==> src/rtl/serial_subtractor_pkg.sv <==
// serial_subtractor_pkg: shared state encoding and counter sizing for the bit-serial subtractor
package serial_subtractor_pkg;
  typedef enum logic [1:0] {
    ST_IDLE = 2'd0,
    ST_RUN  = 2'd1,
    ST_DONE = 2'd2
  } state_t;
  function automatic int cnt_width(input int w);
    return ($clog2(w) < 1) ? 1 : $clog2(w);
  endfunction
endpackage

==> src/rtl/serial_subtractor_full_adder_b.sv <==
// full_adder_b: single-bit full adder cell shared by the serial arithmetic blocks
module full_adder_b (
  input  logic a,
  input  logic b,
  input  logic c0,
  output logic s,
  output logic c
);
  assign s = a ^ b ^ c0;
  assign c = (a & b) | (a & c0) | (b & c0);
endmodule

==> src/rtl/serial_subtractor.sv <==
// serial_subtractor: LSB-first a - b using one full adder on ~b with carry preset to 1
module serial_subtractor
  import serial_subtractor_pkg::*;
#(
  parameter int WIDTH = 8
) (
  input  logic             clk,
  input  logic             rst,
  input  logic             start,
  input  logic [WIDTH-1:0] a,
  input  logic [WIDTH-1:0] b,
  output logic             busy,
  output logic             done,
  output logic [WIDTH-1:0] diff,
  output logic             borrow,
  output logic             overflow
);
  localparam int CNT_W = cnt_width(WIDTH);
  localparam logic [CNT_W-1:0] LAST = CNT_W'(WIDTH - 1);
  state_t           state_q, state_d;
  logic [WIDTH-1:0] sa_q, sa_d, sb_q, sb_d, res_q, res_d, diff_q, diff_d;
  logic [CNT_W-1:0] cnt_q, cnt_d;
  logic             carry_q, carry_d, sa_msb_q, sa_msb_d, sb_msb_q, sb_msb_d;
  logic             busy_q, busy_d, done_q, done_d, borrow_q, borrow_d, ovf_q, ovf_d;
  logic             nb, s_bit, c_out;
  assign nb = ~sb_q[0];
  full_adder_b u_fa (
    .a  (sa_q[0]),
    .b  (nb),
    .c0 (carry_q),
    .s  (s_bit),
    .c  (c_out)
  );
  // next-state: accept in IDLE, one bit per RUN edge, publish results on the last bit
  always_comb begin
    state_d  = state_q;
    sa_d     = sa_q;
    sb_d     = sb_q;
    res_d    = res_q;
    diff_d   = diff_q;
    cnt_d    = cnt_q;
    carry_d  = carry_q;
    sa_msb_d = sa_msb_q;
    sb_msb_d = sb_msb_q;
    busy_d   = busy_q;
    done_d   = 1'b0;
    borrow_d = borrow_q;
    ovf_d    = ovf_q;
    case (state_q)
      ST_IDLE: if (start) begin
        state_d  = ST_RUN;
        sa_d     = a;
        sb_d     = b;
        res_d    = '0;
        cnt_d    = '0;
        carry_d  = 1'b1;
        sa_msb_d = a[WIDTH-1];
        sb_msb_d = b[WIDTH-1];
        busy_d   = 1'b1;
      end
      ST_RUN: begin
        sa_d    = sa_q >> 1;
        sb_d    = sb_q >> 1;
        res_d   = {s_bit, res_q[WIDTH-1:1]};
        carry_d = c_out;
        cnt_d   = cnt_q + 1'b1;
        if (cnt_q == LAST) begin
          state_d  = ST_DONE;
          diff_d   = {s_bit, res_q[WIDTH-1:1]};
          borrow_d = ~c_out;
          ovf_d    = (sa_msb_q != sb_msb_q) && (s_bit != sa_msb_q);
          done_d   = 1'b1;
        end
      end
      ST_DONE: begin
        state_d = ST_IDLE;
        busy_d  = 1'b0;
      end
      default: begin
        state_d = ST_IDLE;
        busy_d  = 1'b0;
      end
    endcase
  end
  // state and registered outputs; reset clears everything and aborts a run in flight
  always_ff @(posedge clk) begin
    if (rst) begin
      state_q  <= ST_IDLE;
      sa_q     <= '0;
      sb_q     <= '0;
      res_q    <= '0;
      diff_q   <= '0;
      cnt_q    <= '0;
      carry_q  <= 1'b0;
      sa_msb_q <= 1'b0;
      sb_msb_q <= 1'b0;
      busy_q   <= 1'b0;
      done_q   <= 1'b0;
      borrow_q <= 1'b0;
      ovf_q    <= 1'b0;
    end else begin
      state_q  <= state_d;
      sa_q     <= sa_d;
      sb_q     <= sb_d;
      res_q    <= res_d;
      diff_q   <= diff_d;
      cnt_q    <= cnt_d;
      carry_q  <= carry_d;
      sa_msb_q <= sa_msb_d;
      sb_msb_q <= sb_msb_d;
      busy_q   <= busy_d;
      done_q   <= done_d;
      borrow_q <= borrow_d;
      ovf_q    <= ovf_d;
    end
  end
  assign busy     = busy_q;
  assign done     = done_q;
  assign diff     = diff_q;
  assign borrow   = borrow_q;
  assign overflow = ovf_q;
endmodule

==> config.mk <==
export PLATFORM = sky130hd
export DESIGN_NAME = serial_subtractor
export DESIGN_NICKNAME = d
export VERILOG_FILES = /design/src/rtl/serial_subtractor_pkg.sv /design/src/rtl/serial_subtractor_full_adder_b.sv /design/src/rtl/serial_subtractor.sv
export SDC_FILE = /design/constraint.sdc
export NUM_CORES = 1
export LEC_CHECK = 0
export ABC_CLOCK_PERIOD_IN_PS = 3000
export CAP_MARGIN = 20
export CORE_UTILIZATION = 55
export CTS_BUF_LIST = sky130_fd_sc_hd__clkbuf_8
export CTS_CLUSTER_SIZE = 16
export DETAILED_ROUTE_END_ITERATION = 7
export GPL_TIMING_DRIVEN = 0
export MAX_ROUTING_LAYER = met4
export PLACE_DENSITY_LB_ADDON = 0.1
export SLEW_MARGIN = 10
export SYNTH_ARGS = -nofsm -noshare
export SYNTH_HDL_FRONTEND = slang
export SYNTH_HIERARCHICAL = 1
export SYNTH_SLANG_ARGS = --single-unit
==> constraint.sdc <==
create_clock -name clk -period 3 [get_ports clk]
set_input_delay 0.6 -clock clk [delete_from_list [all_inputs] [get_ports clk]]
set_output_delay 0.6 -clock clk [all_outputs]
set_load 0.005 [all_outputs]
==> results of run 1 <==
final timing paths:
check	end	cells past startpoint
hold reg to reg	diff[6]	2
hold / removal	diff[6]	2
setup reg to reg	overflow	4
setup / recovery	overflow	4
Yosys cell counts:
master | number | area (µm²)
dfxtp_1 | 43 | 861
nor2_1 | 34 | 128
mux2i_1 | 17 | 170
nand2_1 | 16 | 60.1
a211oi_2 | 11 | 138
a22oi_1 | 11 | 82.6
a21oi_1 | 9 | 45.0
clkbuf_1 | 5 | 18.8
a211oi_1 | 4 | 30.0
buf_6 | 4 | 45.0
nor3_1 | 3 | 15.0
buf_2 | 2 | 10.0
ha_1 | 2 | 25.0
inv_1 | 2 | 7.51
nand3b_1 | 2 | 15.0
nor2b_1 | 2 | 12.5
a311oi_1 | 1 | 8.76
and2b_1 | 1 | 7.51
and3b_1 | 1 | 8.76
buf_4 | 1 | 7.51
buf_8 | 1 | 15.0
fa_1 | 1 | 20.0
nor3b_4 | 1 | 18.8
o21ba_4 | 1 | 16.3
o21bai_1 | 1 | 7.51
or3b_2 | 1 | 8.76
critical path, cell delays in order, from the launching register on:
cell      delay [ns]
dfxtp_1         0.34
inv_1           0.06
fa_1            0.54
or3b_2          0.48
a311oi_1        0.26
logic make-up after synthesis:
family                   synth area share (%)
multiplexers                             9.55
buffers and inverters                    5.83
adder cells (fa/ha/maj)                  2.53
AO/OA/AOI/OAI                            18.4
AND/OR/NAND/NOR                          15.4
flip-flops                               48.3
per-layer routing:
layer  GRT usage (%)  wire length (µm)  part of all wire, %
met2            40.1              1720                   50
met4            8.16                42                  1.2
met1            26.9              1590                   46
met5               -                 0                    0
met3            6.15               115                  3.3
registers in the layout, summed over array words and instances, names as in the netlist:
name and count:
done 1, sa_msb_q 1, carry_q 1, busy 1
sb_msb_q 1, sb_q 8, overflow 1, borrow 1
diff 8, sa_q 8, res_q 7, cnt_q 3
state_q 2
final cells by class:
class                      count  area (µm²)
buffer                        13        96.3
multi-input combinational    119         817
clock buffer                   5        68.8
fill                         266         823
timing repair buffer          29         290
sequential                    43         861
tap                           44        55.1
clock inverter                 2        33.8
inverter                       2        7.51
metrics by stage:
| step | hold WS [ns] | instance area, µm² | utilization (%) |
|---|---|---|---|
| after floorplan | 0.432 | 1780 | - |
| after global placement | 0.442 | 2130 | 69.7 |
| after detailed placement | 0.450 | 2130 | 69.7 |
| after CTS | 0.460 | 2230 | 73.0 |
| after global routing | 0.479 | 2230 | 73.0 |
| final | 0.457 | 2230 | 73.0 |
report_power, final:
part           internal [mW]  leakage, nW  switching, mW  total [mW]
Combinational         0.0815        0.421         0.0815       0.163
Sequential             0.598        0.352         0.0171       0.616
Clock                  0.240       0.0554          0.182       0.422
Total                  0.920        0.828          0.280        1.20
==> results_dict.tcl, run 1 <==
set metrics [dict create \
    critical_path.max_fanout 4 \
    drv.max_cap_violation_count 0 \
    die-width_um 58.9 \
    die_area_um2 3470 \
    wl_per_cell_um 13.5 \
    syn_avg_cell_area_um2 10.1 \
    cts.path.max_buffers 2 \
    gp_congestion 0.735 \
    hold_class "register to register" \
    p_per_area_nw_per_um2 538 \
    instances_no_fill 257 \
    coreArea_um2 3050 \
    fp-row-count 20 \
    antenna_found_initial 0 \
    r2r_setup_slack_ns 1.24 \
    grt_start_max_net_pins 13 \
    crit_required_ns 3.20 \
    clk_pin_slew_ns 0.08 \
    place_inst 250 \
    vias 1355 \
    num_antenna_cells 0 \
    nets 235 \
    layout.cells.most_common "dfxtp_1" \
    drive_above_1_share_pct 13.1 \
    io_buffers 29 \
    drtAntennaViolNets 0 \
    area_delta_synth_final_pct 25.1 \
    final-setup-viol-count 0 \
    cp-end-kind "register" \
    arrival_ns 1.96 \
    ys_ff_latch 43 \
    irDropWorstVdd_mv 0.360 \
    fin_crit_sh_pct 58.7 \
    post_cts_buffers 0 \
    ios 31 \
    relSlewSlack_pct 58.9 \
    holdBufCountCts 0 \
    tightest_slew_ns 0.617 \
    finalWorstSetupSlack_ns 1.24 \
    fmax_ghz 0.568 \
    fp.dieH_um 58.9 \
    wl_um 3460 \
    start_util_pct 58.4 \
    grt_pass1_vias 1369 \
    grt_overflow 0 \
    leakage_nw 0.828 \
    status "complete, no violations" \
    cts_tree "done" \
    fin_skew_ns 0.00408 \
    syn-instance-count 177 \
    yosysWarnings 6 \
    synthesis.nets 199 \
    synth_seq_area_share_pct 48.3 \
    hp-start "diff[6]" \
    grt_pass1_wl_um 5880 \
    synth_cell_type_count 26 \
    dp_hpwl_um 2570 \
    r2r-start "sb_q[0]" \
    crit_start "sb_q[0]" \
    cts_made_buffers 5 \
    design_power_total_mw 1.20 \
    clock_latency_ns 0.29 \
    hold_violations 0 \
    drt_iter0_drc 26 \
    grt_util_all_layers_pct 23.6 \
    viasPerCell 5.27 \
    drt_first_pass_iters 4 \
    clock-sinks 43 \
    finalSetupTns_ns 0 \
    period_minus_slack_ns 1.76 \
    syn-cell-area_um2 1780 \
    maxSlewViolCount 0 \
    startpoint_type "register" \
    clockRootBuffer "clkbuf_8" \
    layout_common_cells "dfxtp_1 (43), nor2_1 (34), clkdlybuf4s50_1 (29)" \
    pre_cts_ws_ns 1.13 \
    postCtsResizedCells 0 \
    rsz0062_at_grt "false" \
    htree_num_levels 2 \
    critical_path_class "register to register" \
    route.detailed.drc 0 \
]
No activity file was read; power rests on OpenSTA's default activity.
==> run 2, diff against run 1 <==
--- a/config.mk
+++ b/config.mk
@@ -5,9 +5,9 @@
 export SDC_FILE = /design/constraint.sdc
 export NUM_CORES = 1
 export LEC_CHECK = 0
-export ABC_CLOCK_PERIOD_IN_PS = 3000
+export ABC_CLOCK_PERIOD_IN_PS = 1520
 export CAP_MARGIN = 20
-export CORE_UTILIZATION = 55
+export CORE_UTILIZATION = 49
 export CTS_BUF_LIST = sky130_fd_sc_hd__clkbuf_8
 export CTS_CLUSTER_SIZE = 16
 export DETAILED_ROUTE_END_ITERATION = 7
==> constraint.sdc (replaced) <==
create_clock -name clk -period 1.52 [get_ports clk]
set_input_delay 0.304 -clock clk [delete_from_list [all_inputs] [get_ports clk]]
set_output_delay 0.304 -clock clk [all_outputs]
set_load 0.005 [all_outputs]
==> run 2 against run 1 <==
Final area rose by 1.6%. Worst setup slack lost 1.2 ns. Flip-flop and latch count unchanged. Power increased by 100%. First-iteration DRC count rose to 3.0 times the previous value. Register-to-register slack worse by 1.2 ns. Clock-buffer cell count unchanged. Maximum frequency is 16% higher. Final cell count increased by 1.6%. Sequential share of layout area fell by 0.40 points. Die area grew 12%. Hold slack got worse by 0.070 ns. Critical path type unchanged.
==> results_dict.tcl, run 2 (synthesis results as in run 1) <==
set metrics [dict create \
    die-width_um 62.3 \
    drtAntennaViolNets 0 \
    relSlewSlack_pct 58.0 \
    comb_power_share_pct 13.2 \
    die_area_um2 3880 \
    cts_tree "done" \
    final-setup-viol-count 0 \
    finalWorstSetupSlack_ns 0.00206 \
    fmax_ghz 0.659 \
    pwr-share-seq_pct 50.1 \
    worstReg2RegEnd "overflow" \
    grt_pass1_wl_um 6110 \
    htree_num_levels 2 \
    startpoint_type "register" \
    layout.cells.most_common "dfxtp_1" \
    fp.dieH_um 62.3 \
    hold_class "input pin to register" \
    clk_pin_slew_ns 0.09 \
    drt_iter0_drc 77 \
    rr_worst_depth 4 \
    nets 236 \
    layout_common_cells "dfxtp_1 (39), nor2_1 (34), clkdlybuf4s50_1 (29)" \
    irDropWorstVdd_mv 0.826 \
    drv.max_cap_violation_count 0 \
    clock-sinks 43 \
    clkPwrFrac_pct 36.7 \
    r2r-start "sb_q[0]" \
    num_antenna_cells 0 \
    wl_um 3390 \
    hp-start "rst" \
    fp-row-count 21 \
    r2r_setup_slack_ns 0.002 \
    viasPerCell 5.18 \
    fillers 296 \
    critical_path_class "register to register" \
    fin_crit_sh_pct 99.9 \
    leakage_nw 0.838 \
    hold_violations 0 \
    clockRootBuffer "clkbuf_8" \
    ios 31 \
    net-switching-power_mw 0.590 \
    p_per_area_nw_per_um2 1070 \
    p_sw_share_pct 24.3 \
    grt_start_max_net_pins 15 \
    route.detailed.drc 0 \
    status "complete, no violations" \
    design_power_total_mw 2.43 \
    grt_util_all_layers_pct 20.8 \
    drive_above_1_share_pct 17.7 \
    start_util_pct 52.2 \
    wl_per_cell_um 13.0 \
    p_int_mw 1.84 \
    arrival_ns 1.73 \
    area_delta_synth_final_pct 27.2 \
    holdBufCountCts 0 \
    clock_latency_ns 0.30 \
    dp_hpwl_um 2530 \
    crit_required_ns 1.73 \
    tightest_slew_ns 0.629 \
    min_path_cells 2 \
    grt_overflow 0 \
    cts.path.max_buffers 2 \
    pre_cts_ws_ns -0.0770 \
    cts_made_buffers 5 \
    grt_pass1_vias 1389 \
    maxSlewViolCount 0 \
    vias 1351 \
    period_minus_slack_ns 1.52 \
    critical_path.max_fanout 4 \
    coreArea_um2 3420 \
    drt_first_pass_iters 4 \
    fin_skew_ns 0.0101 \
    rsz0062_at_grt "true" \
    gp_congestion 0.794 \
    cp-end-kind "register" \
    io_buffers 29 \
    holdPathEnd "overflow" \
    antenna_found_initial 0 \
]
[run 2: worst max path at each step]
| stage | startpoint | slack [ns] | to | depth (start not counted) |
|---|---|---|---|---|
| final | sb_q[0] | 0.002 | overflow | 4 |
| after global routing | sb_q[0] | -0.04 | overflow | 4 |
| after CTS | sa_q[0] | -0.01 | overflow | 3 |
| after detailed placement | sb_q[0] | -0.08 | overflow | 4 |
| after global placement | start | -0.03 | sa_q[6] | 5 |
| after floorplan | sb_q[0] | 0.05 | overflow | 4 |
[run 2: power groups by stage]
stage / Sequential [mW] / Combinational (mW) / Clock, mW
after floorplan: 1.23 / 0.225 / 0
after global placement: 1.24 / 0.309 / 0
after detailed placement: 1.24 / 0.320 / 0
after CTS: 1.22 / 0.324 / 0.901
after global routing: 1.22 / 0.355 / 0.969
final: 1.22 / 0.320 / 0.889
[run 2: routing by layer]
metal | vias to the layer above | GRT usage [%] | part of all wire (%)
met5 | - | - | 0
met4 | 0 | 9.30 | 1.8
met3 | 6 | 4.04 | 3.1
met2 | 26 | 34.5 | 49
met1 | 630 | 24.3 | 46
li1 | 689 | - | -
[run 2: final cells by class]
cell class	count	area, µm²	share of cell area, %
Buffer	13	96.3	4.25
Clock buffer	5	68.8	3.04
Clock inverter	3	43.8	1.93
Inverter	2	7.51	0.331
Multi-Input combinational cell	119	828	36.6
Sequential cell	43	866	38.2
Tap cell	46	57.6	2.54
Timing Repair Buffer	30	298	13.1
[run 2: metrics by stage]
stage	util (%)	setup TNS [ns]	hold WS, ns	instance area, µm²	std cells
after global routing	66.3	-0.0438	0.405	2270	261
after global placement	62.4	-0.331	0.442	2130	252
after detailed placement	62.4	-0.915	0.450	2130	252
after floorplan	-	0	0.432	1780	177
after CTS	65.9	-0.0141	0.379	2250	260
final	66.3	0	0.387	2270	261
[run 2: worst max-delay path, cell delays in order, from the launching register on]
cell and delay [ns]:
dfxtp_2 0.34, inv_2 0.05, fa_2 0.46, or3b_4 0.39, a311oi_2 0.19
[run 2: what timing repair did]
action | 4_1_cts | 5_1_grt
pin swaps | 0 | 1
setup endpoints to repair | 1 | 10
gates resized for setup | 5 | 2
endpoints found under the hold margin | 0 | 0
buffers inserted | 0 | 1
